[src/rtl/snake_pkg.sv]
// snake_pkg -- shared definitions for the snake CPU front end.
//   opcode_e       : 4-bit opcode encoding carried in IR[15:12]
//   *_HI / *_LO    : bit positions of the fixed 16-bit instruction fields
//   fetch_state_e  : instruction fetch FSM states
//   next_addr()    : PC increment, wrapping modulo 2^ADDR_W
package snake_pkg;

  typedef enum logic [3:0] {
    OP_ADD  = 4'd0,
    OP_SUB  = 4'd1,
    OP_ADDI = 4'd2,
    OP_ROW  = 4'd3,
    OP_COL  = 4'd4,
    OP_INCL = 4'd5,
    OP_F    = 4'd6,
    OP_LD   = 4'd7,
    OP_ST   = 4'd8,
    OP_JE   = 4'd9,
    OP_JNE  = 4'd10,
    OP_J    = 4'd11,
    OP_LDI  = 4'd12,
    OP_LFSR = 4'd13
  } opcode_e;

  // rb and imm deliberately overlap: rb is the high nibble of imm.
  localparam int OPC_HI = 15;
  localparam int OPC_LO = 12;
  localparam int RA_HI  = 11;
  localparam int RA_LO  = 8;
  localparam int RB_HI  = 7;
  localparam int RB_LO  = 4;
  localparam int IMM_HI = 7;
  localparam int IMM_LO = 0;

  // DRAIN is only reachable when the prefetch buffer is built in.
  typedef enum logic [1:0] {
    RESET_WAIT = 2'd0,
    FETCH      = 2'd1,
    ISSUE      = 2'd2,
    DRAIN      = 2'd3
  } fetch_state_e;

  function automatic logic [7:0] next_addr(input logic [7:0] a);
    return a + 8'd1;
  endfunction

endpackage

[src/rtl/prefetch_buf.sv]
// prefetch_buf -- single-entry instruction holding register.
//   clk, rst_n : clock, async active-low reset
//   load       : capture d and mark valid (wins over clear)
//   clear      : invalidate the entry
//   d          : word to capture
//   vld, q     : entry valid flag and stored word
module prefetch_buf #(
  parameter int W = 16
) (
  input  logic         clk,
  input  logic         rst_n,
  input  logic         load,
  input  logic         clear,
  input  logic [W-1:0] d,
  output logic         vld,
  output logic [W-1:0] q
);

  always_ff @(posedge clk or negedge rst_n) begin
    if (!rst_n) begin
      vld <= 1'b0;
      q   <= '0;
    end else if (load) begin
      vld <= 1'b1;
      q   <= d;
    end else if (clear) begin
      vld <= 1'b0;
    end
  end

endmodule

[src/rtl/instr_fetch.sv]
// instr_fetch -- program counter owner and instruction fetch/issue unit.
//   Optional feature macro: INSTR_FETCH_PREFETCH_EN (one-entry prefetch of PC+1,
//   adds the DRAIN state). Default build fetches one instruction at a time.
// Ports:
//   clk, rst_n              clock, async active-low reset
//   imem_req/addr           fetch request; addr stable while req high
//   imem_ack/rdata          single-cycle ack with data in the same cycle
//   instr_valid             IR holds an instruction to execute
//   opcode/ra/rb/imm        IR fields; imm is also the jump target
//   pc                      address of the instruction in IR
//   exec_done               last cycle of the current instruction
//   c_pc_inc / c_pc_load    PC update request from control (load wins)
module instr_fetch
  import snake_pkg::*;
#(
  parameter int                ADDR_W   = 8,
  parameter int                INSTR_W  = 16,
  parameter logic [ADDR_W-1:0] RESET_PC = '0
) (
  input  logic               clk,
  input  logic               rst_n,
  output logic               imem_req,
  output logic [ADDR_W-1:0]  imem_addr,
  input  logic               imem_ack,
  input  logic [INSTR_W-1:0] imem_rdata,
  output logic               instr_valid,
  output logic [3:0]         opcode,
  output logic [3:0]         ra,
  output logic [3:0]         rb,
  output logic [7:0]         imm,
  output logic [ADDR_W-1:0]  pc,
  input  logic               exec_done,
  input  logic               c_pc_inc,
  input  logic               c_pc_load
);

  fetch_state_e        state_q, state_d;
  logic [ADDR_W-1:0]   pc_q, pc_d;
  logic [INSTR_W-1:0]  ir_q, ir_d;
  logic                req_q, req_d;
  logic [ADDR_W-1:0]   addr_q, addr_d;
  logic                vld_q, vld_d;

  logic                ack_ok;
  logic [ADDR_W-1:0]   pc_inc;
  logic [ADDR_W-1:0]   jmp_tgt;
  logic [ADDR_W-1:0]   nxt_pc;

  // An ack only counts against an outstanding request.
  assign ack_ok  = imem_ack & req_q;
  assign pc_inc  = pc_q + ADDR_W'(1);
  assign jmp_tgt = ADDR_W'(ir_q[IMM_HI:IMM_LO]);

`ifdef INSTR_FETCH_PREFETCH_EN
  logic               buf_load, buf_clear, buf_vld;
  logic [INSTR_W-1:0] buf_q;
  logic [ADDR_W-1:0]  pc_inc2;

  assign pc_inc2 = pc_inc + ADDR_W'(1);

  prefetch_buf #(.W(INSTR_W)) u_pbuf (
    .clk   (clk),
    .rst_n (rst_n),
    .load  (buf_load),
    .clear (buf_clear),
    .d     (imem_rdata),
    .vld   (buf_vld),
    .q     (buf_q)
  );
`endif

  always_ff @(posedge clk or negedge rst_n) begin
    if (!rst_n) begin
      state_q <= RESET_WAIT;
      pc_q    <= RESET_PC;
      ir_q    <= '0;
      req_q   <= 1'b0;
      addr_q  <= RESET_PC;
      vld_q   <= 1'b0;
    end else begin
      state_q <= state_d;
      pc_q    <= pc_d;
      ir_q    <= ir_d;
      req_q   <= req_d;
      addr_q  <= addr_d;
      vld_q   <= vld_d;
    end
  end

  always_comb begin
    state_d = state_q;
    pc_d    = pc_q;
    ir_d    = ir_q;
    req_d   = req_q;
    addr_d  = addr_q;
    vld_d   = vld_q;
    nxt_pc  = pc_q;
`ifdef INSTR_FETCH_PREFETCH_EN
    buf_load  = 1'b0;
    buf_clear = 1'b0;
`endif

    case (state_q)
      RESET_WAIT: begin
        state_d = FETCH;
        req_d   = 1'b1;
        addr_d  = pc_q;
      end

      FETCH: begin
        if (ack_ok) begin
          ir_d    = imem_rdata;
          req_d   = 1'b0;
          vld_d   = 1'b1;
          state_d = ISSUE;
        end else if (!req_q) begin
          // Entered from DRAIN: the old request just finished, start ours.
          req_d  = 1'b1;
          addr_d = pc_q;
        end
      end

      ISSUE: begin
`ifdef INSTR_FETCH_PREFETCH_EN
        if (exec_done) begin
          if (c_pc_load || !c_pc_inc) begin
            // Redirect or hold: whatever was prefetched is for the wrong PC.
            nxt_pc    = c_pc_load ? jmp_tgt : pc_q;
            pc_d      = nxt_pc;
            vld_d     = 1'b0;
            buf_clear = 1'b1;
            if (req_q && !imem_ack) begin
              state_d = DRAIN;
            end else begin
              state_d = FETCH;
              req_d   = 1'b1;
              addr_d  = nxt_pc;
            end
          end else begin
            pc_d = pc_inc;
            if (buf_vld) begin
              ir_d      = buf_q;
              buf_clear = 1'b1;
              req_d     = 1'b1;
              addr_d    = pc_inc2;
            end else if (ack_ok) begin
              // Prefetch lands on the very cycle it is needed.
              ir_d   = imem_rdata;
              req_d  = 1'b1;
              addr_d = pc_inc2;
            end else if (req_q) begin
              // Outstanding request is already for the new PC; keep it.
              state_d = FETCH;
              vld_d   = 1'b0;
            end else begin
              state_d = FETCH;
              vld_d   = 1'b0;
              req_d   = 1'b1;
              addr_d  = pc_inc;
            end
          end
        end else if (ack_ok) begin
          buf_load = 1'b1;
          req_d    = 1'b0;
        end else if (!buf_vld && !req_q) begin
          req_d  = 1'b1;
          addr_d = pc_inc;
        end
`else
        if (exec_done) begin
          if (c_pc_load)     nxt_pc = jmp_tgt;
          else if (c_pc_inc) nxt_pc = pc_inc;
          else               nxt_pc = pc_q;
          pc_d    = nxt_pc;
          vld_d   = 1'b0;
          req_d   = 1'b1;
          addr_d  = nxt_pc;
          state_d = FETCH;
        end
`endif
      end

`ifdef INSTR_FETCH_PREFETCH_EN
      DRAIN: begin
        // Swallow the stale word, then refetch at the new PC.
        if (ack_ok) begin
          req_d   = 1'b0;
          state_d = FETCH;
        end
      end
`endif

      default: state_d = RESET_WAIT;
    endcase
  end

  assign imem_req    = req_q;
  assign imem_addr   = addr_q;
  assign instr_valid = vld_q;
  assign opcode      = ir_q[OPC_HI:OPC_LO];
  assign ra          = ir_q[RA_HI:RA_LO];
  assign rb          = ir_q[RB_HI:RB_LO];
  assign imm         = ir_q[IMM_HI:IMM_LO];
  assign pc          = pc_q;

endmodule

[config.mk]
export PLATFORM = sky130hd
export DESIGN_NAME = instr_fetch
export DESIGN_NICKNAME = d
export VERILOG_FILES = /design/src/rtl/snake_pkg.sv /design/src/rtl/prefetch_buf.sv /design/src/rtl/instr_fetch.sv
export SDC_FILE = /design/constraint.sdc
export NUM_CORES = 1
export LEC_CHECK = 0
export BUFFER_PORTS_ARGS = -buffer_cell sky130_fd_sc_hd__buf_2
export CAP_MARGIN = 30
export CORE_AREA = 2 2 66 68
export DETAILED_ROUTE_END_ITERATION = 7
export DIE_AREA = 0 0 68 70
export HOLD_SLACK_MARGIN = 0.15
export PLACE_DENSITY = 0.82
export SYNTH_ARGS = -nofsm -noshare
export SYNTH_HDL_FRONTEND = slang
export SYNTH_SLANG_ARGS = --single-unit
[constraint.sdc]
create_clock -name clk -period 2.6 [get_ports clk]
set_clock_uncertainty 0.15 [all_clocks]
set_input_delay 0.26 -clock clk [delete_from_list [all_inputs] [get_ports clk]]
set_output_delay 0.26 -clock clk [all_outputs]
set_load 0.02 [all_outputs]
==> summary.txt, run 1 <==
Final setup vio count: 0
Total track usage: 19.3%
H-tree Lvls: 2
Area contributors post-synth: dfrtp_1, mux2_2, a21oi_1
Synth top cells by count: dfrtp_1, mux2_2, nand2_1, a21oi_1, nor2_1
TritonCTS Buffers: 5
Tmin final: 1.90 ns
Worst path top cell family by delay: simple AND/OR/NAND/NOR gates
Slew Viols, Final: 0
Synthesized area: 1770 sq um
CTS root buf: clkbuf_8
TritonCTS clock tree: built
CTS clk-pin slew, worst paths: 0.07 ns
XOR/XNOR share of the synthesized area: 0%
CP endpoint kind: flip-flop
Row count: 24
Reg2reg end: imem_addr[7]
Die area: 4760 sq um
Clock Latency Late Sink: 0.28 ns
Critical Path Stages: 4
Status: completed
Area leader, netlist: dfrtp_1
Post-synthesis mux area share: 10.7%
Worst min path class: in -> reg
Synthesized area per cell: 10.5 sq um
Most numerous cell in the Yosys netlist: dfrtp_1
CP endpoint: imem_addr[7]
Synth Area in Compound Gates: 17.6%
Tcrit/Tclk final: 73.1%
Leakage: 1.11 nW
TritonRoute pass-1 iters: 4
Cell-by-cell trace of the critical path: nand3_1, or4_4, a311oi_2, a2bb2oi_1
Initial drt markers: 89
Vias in the first global route: 1,498
Number of setup buffers added after CTS: 0
Post-route ant nets: 0
Rel. slew slack: 47.6%
Crit path largest cell delay: 0.50 ns
Post-Syn Instances: 169
Measured slew at the worst slew-check pin: 0.786 ns
Buffers added on ports: 59
Die height: 70 microns
Yosys top cell area share: 50.8%
Final hold violations: 0
Final net count: 266
Final TNS setup: 0 ns
Routed len/inst: 13.7 microns
Register area share after synthesis: 50.8%
First-pass GRT wire length: 7.06 mm
Antenna fix cells: 0
Setup ws final: 0.699 ns
CTS max path bufs: 2
Reg2reg setup slack: 0.70 ns
R2r startpoint: pc[0]
Post-Synth Adder-Cell Area: 0.706%
CP arrival: 1.95 ns
Hold_buf cts: 18
Post-Syn Nets: 192
EDFF count, synth: 0
Seq cells post-synth: 36
Hold Startpoint: imem_ack
CP bufs+invs: 0
Dpl cells: 270
Placement Setup Slack: 0.744 ns
Largest family of logic cells by synthesized area: compound AO/OA/AOI/OAI gates
Final WL: 4.04 mm
Starting density of the core: 42.8%
Worst vdd ir: 0.000729 V
Share of cells above drive strength 1: 37.7%
R2R depth: 4
Top FF cell, synth: dfrtp_1
Ys async rst share: 100%
CP max FO: 9
Clk sink count: 36
CP max-delay cell: or4_4
DP HPWL: 2.78 mm
Vias per inst: 5.19
Final Non-Filler Cells: 296
Pwr/cell area: 1230 nW/um^2
FMAX: 0.526 GHz
RSZ-0062 raised after global routing: no
Critical path origin: pc[0]
MaxCap Viol Count: 0
Via count: 1,536
Die span in x: 68 microns
Num ports: 60
Largest net degree at the start of global routing: 37
CP Data Required Time: 2.65 ns
Core area: 4140 sq um
Gr ovfl total: 0
Area share of and/or/nand/nor cells after synthesis: 15.1%
Worst setup SP type: flip-flop
Cell variety after synth: 40
Crit Path Class: reg -> reg
Placer Congestion: 0.785
Layout area overhead: 33.5%
DRC violations left: 0
Ys Warns: 0
Resized cells post-CTS: 0
Antenna violations before repair: 0
stage by stage:
stage / hold WS [ns] / area, sq um / power [W] / utilization (%)
after floorplan: -0.186 / 1770 / 0.00202 / -
after global placement: 0.238 / 2080 / 0.00239 / 50.2
after detailed placement: 0.251 / 2080 / 0.00243 / 50.2
after CTS: 0.152 / 2370 / 0.00294 / 57.1
after global routing: 0.181 / 2370 / 0.00313 / 57.1
final: 0.156 / 2370 / 0.00291 / 57.1
power breakdown:
part / switching [W] / internal, W
logic: 0.000793 / 0.000566
clock network: 0.000191 / 0.000284
registers: 0.000255 / 0.000821
flip-flops by register name, indices dropped and copies added (netlist names):
register,count
state_q,2
imem_addr,8
instr_valid,1
pc,8
ir_q,16
imem_req,1
layout by cell type, fill, tap and decap left out, drive strengths merged, types with 3 or more instances in the layout:
master / count
a21o: 3
o21ai: 7
nor2: 9
dlygate4sd3: 18
dfrtp: 36
nand2: 16
nand3: 6
o31ai: 6
clkbuf: 6
nand2b: 5
a21oi: 13
buf: 61
o22ai: 7
mux2: 16
inv: 5
kinds of logic (layout without fill, tap and decap cells):
logic type,Yosys count,after routing
compound gates,48,48
mux,17,17
buf+inv,17,92
flops,36,36
simple gates,50,50
fa+ha+maj,1,1
layout make-up:
cell class / instances / area [sq um]
Fill cell: 374 / 1780
Tap cell: 52 / 65.1
Sequential cell: 36 / 901
Multi-Input combinational cell: 116 / 783
Timing Repair Buffer: 79 / 490
Inverter: 5 / 18.8
Clock inverter: 2 / 35.0
Clock buffer: 6 / 72.6
tightest hold or removal path, cell delays in order:
cell and delay, ns:
buf_2 0.09, nand2_1 0.06, nand2b_1 0.06, a21boi_0 0.08
layer usage:
layer / vias up / part of all wire [%] / GRT usage (%)
met5: - / 0 / 0
met4: 0 / 1.2 / 5.33
met3: 5 / 4.5 / 4.51
met2: 37 / 50 / 30.6
met1: 729 / 45 / 26.1
li1: 765 / - / -
how the worst min path moves through the flow:
stage	endpoint	slack, ns	depth (start not counted)
global route	state_q[0]	0.18	4
floorplan	imem_addr[0]	-0.19	0
detailed placement	ir_q[4]	0.25	1
finish	state_q[0]	0.16	4
global placement	imem_addr[6]	0.24	1
CTS	state_q[0]	0.15	4
No activity file was read; power rests on OpenSTA's default activity.
==> run 2: changes to the inputs <==
- clock period: 2.6 -> 1.9 ns (I/O delays scaled with it)
==> run 2 against run 1 <==
Compared with the run above:
- final cell count rose by 3.0%
- die area is the same
- first-iteration DRC count increased by 20%
- register-to-register slack got worse by 0.61 ns
- non-clock buffer count rose by 10
- critical path type unchanged
==> summary.txt, run 2 (synthesized netlist as in run 1, its figures left out) <==
Finished layout cell area: 2430 sq um (+2.9%)
Slew Viols, Final: 0 (unchanged)
Met3 Usage GRT: 4.03% (-0.48 points)
DRC violations left: 0 (unchanged)
CP Data Required Time: 1.96 ns (-0.69 ns)
Critical path origin: pc[1]
Final WL: 4.26 mm (+5.5%)
Via count: 1,627 (+5.9%)
Final net count: 276 (+3.8%)
TritonCTS clock tree: built
R2R depth: 4 (unchanged)
Commonest non-fill, non-tap cells in the layout: buf_2, dfrtp_1, dlygate4sd3_1, mux2_2, nand2_1
Final setup vio count: 0 (unchanged)
Pwr/cell area: 1660 nW/um^2 (+35%)
Antenna violations before repair: 0 (unchanged)
CTS clk-pin slew, worst paths: 0.07 ns (about the same)
Worst vdd ir: 0.000729 V (about the same)
CP endpoint kind: flip-flop
Net switching power: 0.00172 W (+39%)
Internal power: 0.00230 W (+38%)
Routed len/inst: 14.0 microns (+2.4%)
Final TNS setup: 0 ns (unchanged)
Layout area overhead: 37.3%
CP arrival: 1.87 ns (-0.08 ns)
Dpl cells: 278 (+3.0%)
Most common cell after layout, fill and taps aside: buf_2
CTS max path bufs: 2 (unchanged)
Worst hold stages: 4 (unchanged)
MaxCap Viol Count: 0 (unchanged)
Die area: 4760 sq um (unchanged)
Core area: 4140 sq um (unchanged)
Crit Path Class: reg -> reg
Rel. slew slack: 69.6% (+22 points)
Clk sink count: 36 (unchanged)
Share of cells above drive strength 1: 40.3% (+2.6 points)
GR Util met2: 32.3% (+1.6 points)
Largest net degree at the start of global routing: 37 (unchanged)
First-pass GRT wire length: 7.21 mm (+2.2%)
Antenna fix cells: 0 (unchanged)
Die height: 70 microns (unchanged)
Max reg flops: 16 (unchanged)
Measured slew at the worst slew-check pin: 0.455 ns (-0.331 ns)
FMAX: 0.553 GHz (+5.2%)
GR Util met1: 25.6% (-0.50 points)
Sequential share of power: 35.7% (-1.3 points)
Buffers added on ports: 59 (unchanged)
Row count: 24 (unchanged)
Num ports: 60 (unchanged)
Initial drt markers: 107 (+20%)
Placement Setup Slack: 0.0557 ns (-0.688 ns)
Vias per inst: 5.33 (+2.8%)
Sw frac: 42.8% (+0.22 points)
Area post-placement: 2140 sq um (+2.9%)
Clock Latency Late Sink: 0.29 ns (about the same)
CTS root buf: clkbuf_8
Vias in the first global route: 1,606 (+7.2%)
Worst min path class: in -> reg
Top Usage Layer GRT: met2
Pwr Total: 0.00403 W (+38%)
Reg2reg setup slack: 0.09 ns (-0.61 ns)
Total track usage: 19.6% (+0.34 points)
CP endpoint: imem_addr[7]
Placer Congestion: 0.793 (+0.98%)
RSZ-0062 raised after global routing: no
Tcrit/Tclk final: 95.1% (+22 points)
Starting density of the core: 42.8% (unchanged)
Worst setup SP type: flip-flop
Die span in x: 68 microns (unchanged)
Final hold violations: 0 (unchanged)
H-tree Lvls: 2 (unchanged)
Post-route ant nets: 0 (unchanged)
Gr ovfl total: 0 (unchanged)
R2r startpoint: pc[1]
Leakage: 1.16 nW (+3.9%)
Setup ws final: 0.0929 ns (-0.606 ns)
TritonCTS Buffers: 5 (unchanged)
Reg2reg end: imem_addr[7]
TritonRoute pass-1 iters: 4 (unchanged)
Final Non-Filler Cells: 305 (+3.0%)
DP HPWL: 2.91 mm (+4.4%)
Clock Power Share: 14.5% (-1.8 points)
Logic pwr share: 49.9% (+3.2 points)
Status: completed
Top reg by flops: ir_q
Tmin final: 1.81 ns (-0.0941 ns)
CP max FO: 7 (-2)
## run 2: stage by stage
stage | hold WS [ns] | util, %
finish | 0.186 | 58.7
global route | 0.217 | 58.7
CTS | 0.182 | 58.5
detailed placement | 0.112 | 51.6
global placement | 0.107 | 51.6
floorplan | -0.256 | -
## run 2: cell type report
class / count / area, sq um
clock buffers: 7 / 96.3
fillers: 372 / 1710
inverters: 5 / 18.8
flip-flops and latches: 36 / 902
multi-input cells: 116 / 783
repair buffers: 89 / 568
well taps: 52 / 65.1
## run 2: how the worst min path moves through the flow
stage / startpoint / endpoint / slack, ns
after floorplan: rst_n / imem_addr[0] / -0.26
after global placement: rst_n / imem_addr[6] / 0.11
after detailed placement: rst_n / ir_q[6] / 0.11
after CTS: c_pc_load / pc[5] / 0.18
after global routing: c_pc_load / pc[5] / 0.22
final: c_pc_load / pc[5] / 0.19
## run 2: worst max-delay path: stages (launching register included)
cell	delay [ns]
dfrtp_2	0.42
nand3_1	0.14
or4_4	0.50
a311oi_2	0.32
a2bb2oi_1	0.20
## run 2: power by group through the flow
stage	Sequential [W]	Clock, W	Combinational [W]
3_3_place_gp	0.00143	0	0.00192
5_1_grt	0.00150	0.000623	0.00219
6_report	0.00144	0.000584	0.00201
3_5_place_dp	0.00145	0	0.00195
4_1_cts	0.00144	0.000603	0.00199
2_1_floorplan	0.00183	0	0.000933
## run 2: repair_timing
item                                   CTS  global route
setup endpoints to repair                0             2
setup buffers                            0             1
hold buffers                            19             0
gates resized for setup                  0             1
endpoints found under the hold margin   56             0
## run 2: per-layer routing
layer	up-vias	part of all wire, %
met1	783	43
met2	53	50
met3	7	5.8
met4	0	1.3
met5	-	0
li1	784	-
